--- config.mk ---
export PLATFORM = sky130hd
export DESIGN_NAME = head_table_lookup_flat
export DESIGN_NICKNAME = d
export VERILOG_FILES = /design/src/rtl/head_table_lookup_pkg.sv /design/src/rtl/head_table_if.sv /design/src/rtl/ht_pdata_patch_fifo.sv /design/src/rtl/true_dual_port_ram_single_clock.sv /design/src/rtl/head_table_lookup.sv /design/src/flat_wrapper.sv
export SDC_FILE = /design/constraint.sdc
export NUM_CORES = 1
export LEC_CHECK = 0
export ABC_AREA = 1
export BUFFER_PORTS_ARGS = -buffer_cell sky130_fd_sc_hd__buf_4
export CORE_AREA = 2 2 178 180
export CTS_CLUSTER_DIAMETER = 150
export DETAILED_ROUTE_END_ITERATION = 7
export DIE_AREA = 0 0 180 182
export GPL_ROUTABILITY_DRIVEN = 0
export HOLD_SLACK_MARGIN = 0.06
export PLACE_DENSITY = 0.87
export SLEW_MARGIN = 20
export SYNTH_ARGS = -nofsm -noshare
export SYNTH_HDL_FRONTEND = slang
export SYNTH_HIERARCHICAL = 1
export SYNTH_SLANG_ARGS = --single-unit
--- constraint.sdc ---
create_clock -name clk_i -period 8.2 [get_ports clk_i]
set_input_delay 0.82 -clock clk_i [delete_from_list [all_inputs] [get_ports clk_i]]
set_output_delay 0.82 -clock clk_i [all_outputs]
set_load 0.02 [all_outputs]
--- src/rtl/head_table_lookup_pkg.sv ---
// Shared types for the hash table pipeline: task bundle, head fields,
// clear FSM states and the head-bypass patch helpers.
package hash_table;

    localparam int BUCKET_WIDTH   = 4;
    localparam int HEAD_PTR_WIDTH = 8;
    localparam int KEY_WIDTH      = 16;
    localparam int VALUE_WIDTH    = 16;

    typedef enum logic [1:0] {
        CMD_SEARCH = 2'd0,
        CMD_INSERT = 2'd1,
        CMD_DELETE = 2'd2,
        CMD_NOP    = 2'd3
    } ht_cmd_t;

    typedef struct packed {
        ht_cmd_t                   cmd;
        logic [KEY_WIDTH-1:0]      key;
        logic [VALUE_WIDTH-1:0]    value;
        logic [BUCKET_WIDTH-1:0]   bucket;
        logic [HEAD_PTR_WIDTH-1:0] head_ptr;
        logic                      head_ptr_val;
    } ht_pdata_t;

    typedef enum logic {
        CLR_IDLE = 1'b0,
        CLR_RUN  = 1'b1
    } clr_state_t;

    // True when a head update this cycle supersedes the task's head.
    function automatic logic ht_hit(
        input logic [BUCKET_WIDTH-1:0] bucket,
        input logic                    clr,
        input logic                    wen,
        input logic [BUCKET_WIDTH-1:0] addr
    );
        return clr || (wen && (bucket == addr));
    endfunction

    // Apply a head update to a task; a clear zeroes every head.
    function automatic ht_pdata_t ht_patch(
        input ht_pdata_t                 d,
        input logic                      clr,
        input logic                      wen,
        input logic [BUCKET_WIDTH-1:0]   addr,
        input logic [HEAD_PTR_WIDTH-1:0] ptr,
        input logic                      val
    );
        ht_pdata_t r;
        r = d;
        if (clr) begin
            r.head_ptr     = '0;
            r.head_ptr_val = 1'b0;
        end else if (wen && (d.bucket == addr)) begin
            r.head_ptr     = ptr;
            r.head_ptr_val = val;
        end
        return r;
    endfunction

endpackage

--- src/rtl/head_table_if.sv ---
// Head update channel from the data table stage.
// master drives a bucket write; slave (lookup stage) consumes it.
interface head_table_if;
    import hash_table::*;

    logic [BUCKET_WIDTH-1:0]   wr_addr;
    logic [HEAD_PTR_WIDTH-1:0] wr_data_ptr;
    logic                      wr_data_ptr_val;
    logic                      wr_en;

    modport master (
        output wr_addr, wr_data_ptr, wr_data_ptr_val, wr_en
    );

    modport slave (
        input wr_addr, wr_data_ptr, wr_data_ptr_val, wr_en
    );
endinterface

--- src/rtl/ht_pdata_patch_fifo.sv ---
// Output buffer whose stored tasks track head updates by bucket.
// Ports: push/pop, head_o/empty_o/used_o, patch_* head update.
module ht_pdata_patch_fifo
    import hash_table::*;
#(
    parameter int DEPTH = 4,
    parameter int UW    = $clog2(DEPTH) + 1
) (
    input  logic                      clk_i,
    input  logic                      rst_i,
    input  logic                      push_i,
    input  ht_pdata_t                 push_data_i,
    input  logic                      pop_i,
    output ht_pdata_t                 head_o,
    output logic                      empty_o,
    output logic [UW-1:0]             used_o,
    input  logic                      patch_clr_i,
    input  logic                      patch_wen_i,
    input  logic [BUCKET_WIDTH-1:0]   patch_addr_i,
    input  logic [HEAD_PTR_WIDTH-1:0] patch_ptr_i,
    input  logic                      patch_val_i
);

    localparam int AW = $clog2(DEPTH);

    ht_pdata_t     mem [DEPTH];
    logic [AW-1:0] wr_ptr_q;
    logic [AW-1:0] rd_ptr_q;
    logic [UW-1:0] used_q;

    always_ff @(posedge clk_i) begin
        if (rst_i) begin
            wr_ptr_q <= '0;
            rd_ptr_q <= '0;
            used_q   <= '0;
        end else begin
            if (push_i) begin
                wr_ptr_q <= wr_ptr_q + 1'b1;
            end
            if (pop_i) begin
                rd_ptr_q <= rd_ptr_q + 1'b1;
            end
            used_q <= used_q + UW'(push_i) - UW'(pop_i);
        end
    end

    // Incoming entry is patched too, so a write landing on the
    // push cycle is not lost.
    always_ff @(posedge clk_i) begin
        for (int i = 0; i < DEPTH; i++) begin
            if (push_i && (wr_ptr_q == AW'(i))) begin
                mem[i] <= ht_patch(push_data_i, patch_clr_i,
                                   patch_wen_i, patch_addr_i,
                                   patch_ptr_i, patch_val_i);
            end else begin
                mem[i] <= ht_patch(mem[i], patch_clr_i,
                                   patch_wen_i, patch_addr_i,
                                   patch_ptr_i, patch_val_i);
            end
        end
    end

    assign head_o  = mem[rd_ptr_q];
    assign empty_o = (used_q == '0);
    assign used_o  = used_q;

endmodule

--- src/rtl/true_dual_port_ram_single_clock.sv ---
// Single-clock dual-port RAM. Port A read/write, port B write.
// Ports: clk_i; addr/data/we per port; q_a read data (1 or 2 cycle).
module true_dual_port_ram_single_clock #(
    parameter int DATA_WIDTH   = 9,
    parameter int ADDR_WIDTH   = 4,
    parameter int REGISTER_OUT = 1
) (
    input  logic                  clk_i,
    input  logic [ADDR_WIDTH-1:0] addr_a,
    input  logic [DATA_WIDTH-1:0] data_a,
    input  logic                  we_a,
    output logic [DATA_WIDTH-1:0] q_a,
    input  logic [ADDR_WIDTH-1:0] addr_b,
    input  logic [DATA_WIDTH-1:0] data_b,
    input  logic                  we_b
);

    logic [DATA_WIDTH-1:0] mem [2**ADDR_WIDTH];
    logic [DATA_WIDTH-1:0] q_a_raw;

    // Read-during-write on A returns old data; callers bypass.
    always_ff @(posedge clk_i) begin
        if (we_a) begin
            mem[addr_a] <= data_a;
        end
        if (we_b) begin
            mem[addr_b] <= data_b;
        end
        q_a_raw <= mem[addr_a];
    end

    generate
        if (REGISTER_OUT != 0) begin : g_reg_out
            logic [DATA_WIDTH-1:0] q_a_reg;
            always_ff @(posedge clk_i) begin
                q_a_reg <= q_a_raw;
            end
            assign q_a = q_a_reg;
        end else begin : g_raw_out
            assign q_a = q_a_raw;
        end
    endgenerate

endmodule

--- src/rtl/head_table_lookup.sv ---
// Head table lookup stage: reads bucket head, merges it into the task.
// Ports: clk_i/rst_i, pdata_in/out handshakes, head_table_if, clear.
module head_table_lookup
    import hash_table::*;
#(
    parameter int RAM_LATENCY    = 2,
    parameter int OUT_FIFO_DEPTH = 4
) (
    input  logic       clk_i,
    input  logic       rst_i,
    input  ht_pdata_t  pdata_in_i,
    input  logic       pdata_in_valid_i,
    output logic       pdata_in_ready_o,
    output ht_pdata_t  pdata_out_o,
    output logic       pdata_out_valid_o,
    input  logic       pdata_out_ready_i,
    head_table_if.slave head_table_if,
    input  logic       clear_ram_run_i,
    output logic       clear_ram_done_o
);

    localparam int EW = HEAD_PTR_WIDTH + 1;
    localparam int UW = $clog2(OUT_FIFO_DEPTH) + 1;
    localparam int LAST = RAM_LATENCY - 1;

    clr_state_t              clr_state_q;
    logic [BUCKET_WIDTH-1:0] clr_addr_q;
    logic                    clear_busy;
    logic                    clr_all;
    logic                    ext_wen;

    ht_pdata_t               stage_q [RAM_LATENCY];
    logic [RAM_LATENCY-1:0]  stage_vld_q;
    logic [RAM_LATENCY-1:0]  stage_ovr_q;
    logic [UW-1:0]           inflight_cnt;

    ht_pdata_t               in_clean;
    ht_pdata_t               push_data;
    logic [EW-1:0]           ram_q;
    logic                    accept;
    logic [UW-1:0]           fifo_used;
    logic                    fifo_empty;
    logic                    fifo_pop;

    assign clear_busy = (clr_state_q == CLR_RUN);
    // Zeroing starts with the request so nothing slips out with a
    // stale head between the request and the first clear write.
    assign clr_all = clear_busy ||
                     ((clr_state_q == CLR_IDLE) && clear_ram_run_i);
    assign ext_wen = head_table_if.wr_en && !clear_busy;

    assign pdata_in_ready_o = !clear_busy &&
        (({1'b0, fifo_used} + {1'b0, inflight_cnt}) <
         (UW + 1)'(OUT_FIFO_DEPTH));
    assign accept = pdata_in_valid_i && pdata_in_ready_o;

    assign clear_ram_done_o = clear_busy && (&clr_addr_q) &&
                              !clear_ram_run_i;

    always_ff @(posedge clk_i) begin
        if (rst_i) begin
            clr_state_q <= CLR_IDLE;
            clr_addr_q  <= '0;
        end else begin
            unique case (clr_state_q)
                CLR_IDLE: begin
                    if (clear_ram_run_i) begin
                        clr_state_q <= CLR_RUN;
                        clr_addr_q  <= '0;
                    end
                end
                CLR_RUN: begin
                    if (clear_ram_run_i) begin
                        clr_addr_q <= '0;
                    end else if (&clr_addr_q) begin
                        clr_state_q <= CLR_IDLE;
                    end else begin
                        clr_addr_q <= clr_addr_q + 1'b1;
                    end
                end
                default: clr_state_q <= CLR_IDLE;
            endcase
        end
    end

    true_dual_port_ram_single_clock #(
        .DATA_WIDTH   (EW),
        .ADDR_WIDTH   (BUCKET_WIDTH),
        .REGISTER_OUT ((RAM_LATENCY >= 2) ? 1 : 0)
    ) u_head_ram (
        .clk_i  (clk_i),
        .addr_a (pdata_in_i.bucket),
        .data_a ('0),
        .we_a   (1'b0),
        .q_a    (ram_q),
        .addr_b (clear_busy ? clr_addr_q : head_table_if.wr_addr),
        .data_b (clear_busy ? EW'(0) :
                 {head_table_if.wr_data_ptr,
                  head_table_if.wr_data_ptr_val}),
        .we_b   (clear_busy || ext_wen)
    );

    always_comb begin
        in_clean              = pdata_in_i;
        in_clean.head_ptr     = '0;
        in_clean.head_ptr_val = 1'b0;
    end

    always_ff @(posedge clk_i) begin
        if (rst_i) begin
            stage_vld_q  <= '0;
            inflight_cnt <= '0;
        end else begin
            stage_vld_q[0] <= accept;
            for (int i = 1; i < RAM_LATENCY; i++) begin
                stage_vld_q[i] <= stage_vld_q[i-1];
            end
            inflight_cnt <= inflight_cnt + UW'(accept) -
                            UW'(stage_vld_q[LAST]);
        end
    end

    // Override flag: a head update seen after the RAM read means the
    // carried head, not the RAM data, is authoritative.
    always_ff @(posedge clk_i) begin
        stage_q[0] <= ht_patch(in_clean, clr_all, ext_wen,
                               head_table_if.wr_addr,
                               head_table_if.wr_data_ptr,
                               head_table_if.wr_data_ptr_val);
        stage_ovr_q[0] <= ht_hit(in_clean.bucket, clr_all, ext_wen,
                                 head_table_if.wr_addr);
        for (int i = 1; i < RAM_LATENCY; i++) begin
            stage_q[i] <= ht_patch(stage_q[i-1], clr_all, ext_wen,
                                   head_table_if.wr_addr,
                                   head_table_if.wr_data_ptr,
                                   head_table_if.wr_data_ptr_val);
            stage_ovr_q[i] <= stage_ovr_q[i-1] |
                ht_hit(stage_q[i-1].bucket, clr_all, ext_wen,
                       head_table_if.wr_addr);
        end
    end

    always_comb begin
        push_data = stage_q[LAST];
        if (!stage_ovr_q[LAST]) begin
            push_data.head_ptr     = ram_q[EW-1:1];
            push_data.head_ptr_val = ram_q[0];
        end
    end

    assign pdata_out_valid_o = !fifo_empty;
    assign fifo_pop = !fifo_empty && pdata_out_ready_i;

    ht_pdata_patch_fifo #(
        .DEPTH (OUT_FIFO_DEPTH),
        .UW    (UW)
    ) u_out_fifo (
        .clk_i        (clk_i),
        .rst_i        (rst_i),
        .push_i       (stage_vld_q[LAST]),
        .push_data_i  (push_data),
        .pop_i        (fifo_pop),
        .head_o       (pdata_out_o),
        .empty_o      (fifo_empty),
        .used_o       (fifo_used),
        .patch_clr_i  (clr_all),
        .patch_wen_i  (ext_wen),
        .patch_addr_i (head_table_if.wr_addr),
        .patch_ptr_i  (head_table_if.wr_data_ptr),
        .patch_val_i  (head_table_if.wr_data_ptr_val)
    );

endmodule
--- src/flat_wrapper.sv ---
// flat-port wrapper written by rule: the top's interface ports become plain ports
module head_table_lookup_flat import hash_table::*;
#(
    parameter int RAM_LATENCY    = 2,
    parameter int OUT_FIFO_DEPTH = 4
)
  (clk_i, rst_i, pdata_in_i, pdata_in_valid_i, pdata_in_ready_o, pdata_out_o, pdata_out_valid_o, pdata_out_ready_i, clear_ram_run_i, clear_ram_done_o, head_table_if_wr_addr, head_table_if_wr_data_ptr, head_table_if_wr_data_ptr_val, head_table_if_wr_en);
  head_table_if head_table_if_i ();
  input  logic clk_i;
  input  logic rst_i;
  input  ht_pdata_t pdata_in_i;
  input  logic pdata_in_valid_i;
  output logic pdata_in_ready_o;
  output ht_pdata_t pdata_out_o;
  output logic pdata_out_valid_o;
  input  logic pdata_out_ready_i;
  input  logic clear_ram_run_i;
  output logic clear_ram_done_o;
  input wire logic [$bits(head_table_if_i.wr_addr)-1:0] head_table_if_wr_addr;
  input wire logic [$bits(head_table_if_i.wr_data_ptr)-1:0] head_table_if_wr_data_ptr;
  input wire logic [$bits(head_table_if_i.wr_data_ptr_val)-1:0] head_table_if_wr_data_ptr_val;
  input wire logic [$bits(head_table_if_i.wr_en)-1:0] head_table_if_wr_en;
  assign head_table_if_i.wr_addr = head_table_if_wr_addr;
  assign head_table_if_i.wr_data_ptr = head_table_if_wr_data_ptr;
  assign head_table_if_i.wr_data_ptr_val = head_table_if_wr_data_ptr_val;
  assign head_table_if_i.wr_en = head_table_if_wr_en;
  head_table_lookup #(.RAM_LATENCY(RAM_LATENCY), .OUT_FIFO_DEPTH(OUT_FIFO_DEPTH)) u_core (.clk_i(clk_i), .rst_i(rst_i), .pdata_in_i(pdata_in_i), .pdata_in_valid_i(pdata_in_valid_i), .pdata_in_ready_o(pdata_in_ready_o), .pdata_out_o(pdata_out_o), .pdata_out_valid_o(pdata_out_valid_o), .pdata_out_ready_i(pdata_out_ready_i), .head_table_if(head_table_if_i), .clear_ram_run_i(clear_ram_run_i), .clear_ram_done_o(clear_ram_done_o));
endmodule
==> impl_metrics.ini <==
[routing]
first_pass_iters = 8
routed-wl-met2_mm = 24.76
drt-initial-drc-count = 1779
routed_wl_mm = 48.52
drc = 0
viasPerCell = 5.819
vias = 14910
wl_met1_mm = 16.95
routed-wl-met3_mm = 4.609
ant_nets = 0
dr.max_layer_used = met4
routedWlPerCell_um = 18.93

[critical_path]
worstReg2RegEnd = u_core/u_head_ram/mem[14][0]$_DFFE_PP_
cp_max_fo = 50
critPathCaptureType = output pin
cp.required_ns = 7.38
path_class = reg -> out
worstRegToRegCells = 6
cp-start-kind = flip-flop
r2r_slack_ns = 4.86
r2r-start = u_core/clear_busy$_SDFF_PP0_
arrival_ns = 2.95

[sta]
setup_violations = 0
relSlewSlack = 0.2943
max_freq_mhz = 265.2
worst_slack_ns = 4.429
min_period_ns = 3.771
worst_pin_slew_ns = 1.054
maxSlewViolCount = 0
tns_ns = 0
clock_skew_ns = 0.01213
finalCritPeriodShare = 0.4599
rsz0062_at_grt = false
hold_violations = 0

[final_layout]
largest_reg_flops = 188
seq_area_mm2 = 0.01263
fillers = 1958
final_area_mm2 = 0.02238
regMostFlops = u_core/u_out_fifo/mem
drive_gt1_frac = 0.1342
num-nets-final = 2202
stdcell_count = 2563
top_regs = u_core/u_out_fifo/mem (188), u_core/u_head_ram/mem (144), u_core/stage_q (94)
area_delta_synth_final_pct = 13.12
diodes = 0
multi_input_area_mm2 = 0.006374

[clock_network]
cts_buffers = 46
root_buffer = clkbuf_16
cts_tree = yes
cts_setup_buffers = 0
clk_latency_ns = 0.55
hold_buffers = 0
cts_sinks = 465
h-tree-depth = 2
clk_path_buf_depth = 3
cts_resized = 0
cts.clk_slew.worst_paths_ns = 0.06

[synthesis]
synth_top_cell_area_share = 0.5039
async_flop_share = 0
ys_seq_area_frac = 0.6385
synthFlopType = edfxtp_1
synth_cells = 2007
synth_top_cell_by_area = edfxtp_1
synth_most_common_cell = nand2_1
syn_area_mm2 = 0.01978
netlist_top_cells_area = edfxtp_1 (50%), dfxtp_1 (13%), nand2_1 (13%)
yosysUniqueCellTypes = 40
synth-edff-count = 332
syn_area_per_cell_um2 = 9.857
synth_common_cells = nand2_1 (663), edfxtp_1 (332), nor2_1 (155), o21ai_0 (154), dfxtp_1 (133)
yosysWarnings = 6
synth_seq_cells = 465

[job]
maxCapViolCount = 0

[global_route]
grt_pass1_vias = 14460
grt_usage = 0.2947
antenna_found_initial = 0
grt_pass1_wl_mm = 76.26
grt_remaining_overflow = 0
grt_max_degree = 79

[power_and_ir_drop]
p_leak_nw = 9.395
total_power_mw = 5.734
seqPwrFrac = 0.471
power_switching_mw = 1.565
power.internal_mw = 4.169
power_frac_clock = 0.364
p_comb_frac = 0.165
vdd.ir_drop.worst_mv = 0.1599
powerDensity_mw_per_mm2 = 256.2
swShare = 0.2730

[min_path]
min_to = u_core/stage_q[0][67]$_DFF_P_
hold_class = reg -> reg
hp-start = u_core/stage_q[0][20]$_DFF_P_
hold_depth = 0

[die]
io_pins = 116
num_rows = 65
die_area_mm2 = 0.03276
fp.dieH_um = 182
core_mm2 = 0.03099
initial_core_util = 0.6385
die_w_um = 180

[place]
dp_hpwl_mm = 29.21
place_area_mm2 = 0.02085
place_ws_ns = 4.581
io_buffer_count = 106
numPlacedInstances = 2477

[outcome]
status = complete, no violations
==> cell families (layout without fill, tap and decap cells) <==
kind of cell,count (synthesis),in the layout,share of synthesized area
mux,9,9,0.005123
compound gates,332,332,0.09177
buf+inv,226,323,0.05015
flops,465,465,0.6385
simple gates,946,946,0.1986
xor+xnor,15,15,0.006641
fa+ha+maj,13,13,0.008981
other cells,1,58,0.0001895
==> layer usage <==
metal / vias up / track usage
met4: 0 / 0.1369
li1: 6894 / -
met1: 6903 / 0.3576
met5: - / 0
met3: 179 / 0.04392
met2: 938 / 0.5211
==> power by group through the flow <==
stage / combinational [mW] / clock (mW) / sequential, mW
finish: 0.946 / 2.09 / 2.70
global route: 1.03 / 2.20 / 2.71
CTS: 0.927 / 2.10 / 2.70
detailed placement: 0.913 / 0 / 2.75
global placement: 0.868 / 0 / 2.74
floorplan: 0.615 / 0 / 2.72
==> metrics by stage <==
stage	util	hold slack (ns)
floorplan	-	0.3096
global placement	0.6727	0.3105
detailed placement	0.6727	0.3121
CTS	0.7221	0.3272
global route	0.7222	0.3305
finish	0.7222	0.3271
==> how the worst max path moves through the flow <==
stage	from	to	slack (ns)	cells after the start
3_3_place_gp	head_table_if_wr_addr[1]	u_core/u_head_ram/mem[14][1]$_DFFE_PP_	4.70	7
2_1_floorplan	head_table_if_wr_addr[1]	u_core/u_head_ram/mem[10][0]$_DFFE_PP_	5.28	7
5_1_grt	flip-flop	pdata_out_o[33]	4.27	5
3_5_place_dp	head_table_if_wr_addr[1]	u_core/u_head_ram/mem[14][0]$_DFFE_PP_	4.58	7
4_1_cts	flip-flop	pdata_out_o[24]	4.45	5
6_report	flip-flop	pdata_out_o[24]	4.43	5
==> area by class of cell <==
type,count,share of cell area
flip-flops and latches,465,0.5645
multi-input cells,1373,0.2848
repair buffers,118,0.03958
clock inverters,23,0.008051
clock buffers,63,0.06027
inverters,119,0.02030
well taps,402,0.02248
==> cells in the final DEF (no fill, tap or decap), types with 6 or more instances in the layout <==
cell	n
nand2_1	663
edfxtp_1	332
nor2_1	155
o21ai_0	145
dfxtp_1	132
buf_4	118
inv_1	101
o21ai_1	94
conb_1	58
nand3_1	51
o22ai_1	51
clkbuf_16	49
nand2_2	34
o21ai_2	21
nand4_1	16
a21oi_1	16
clkinv_2	13
xnor2_1	12
clkinv_1	11
ha_1	11
inv_2	10
mux2_2	9
clkbuf_1	7
clkbuf_8	7
or2_2	6
==> worst max-delay path, cell delays in order (launching register included) <==
cell and delay [ns]:
dfxtp_2 0.52, inv_2 0.63, buf_4 0.56, o21ai_0 0.21, o22ai_1 0.24, buf_4 0.19
(Power assumes the default switching activity.)
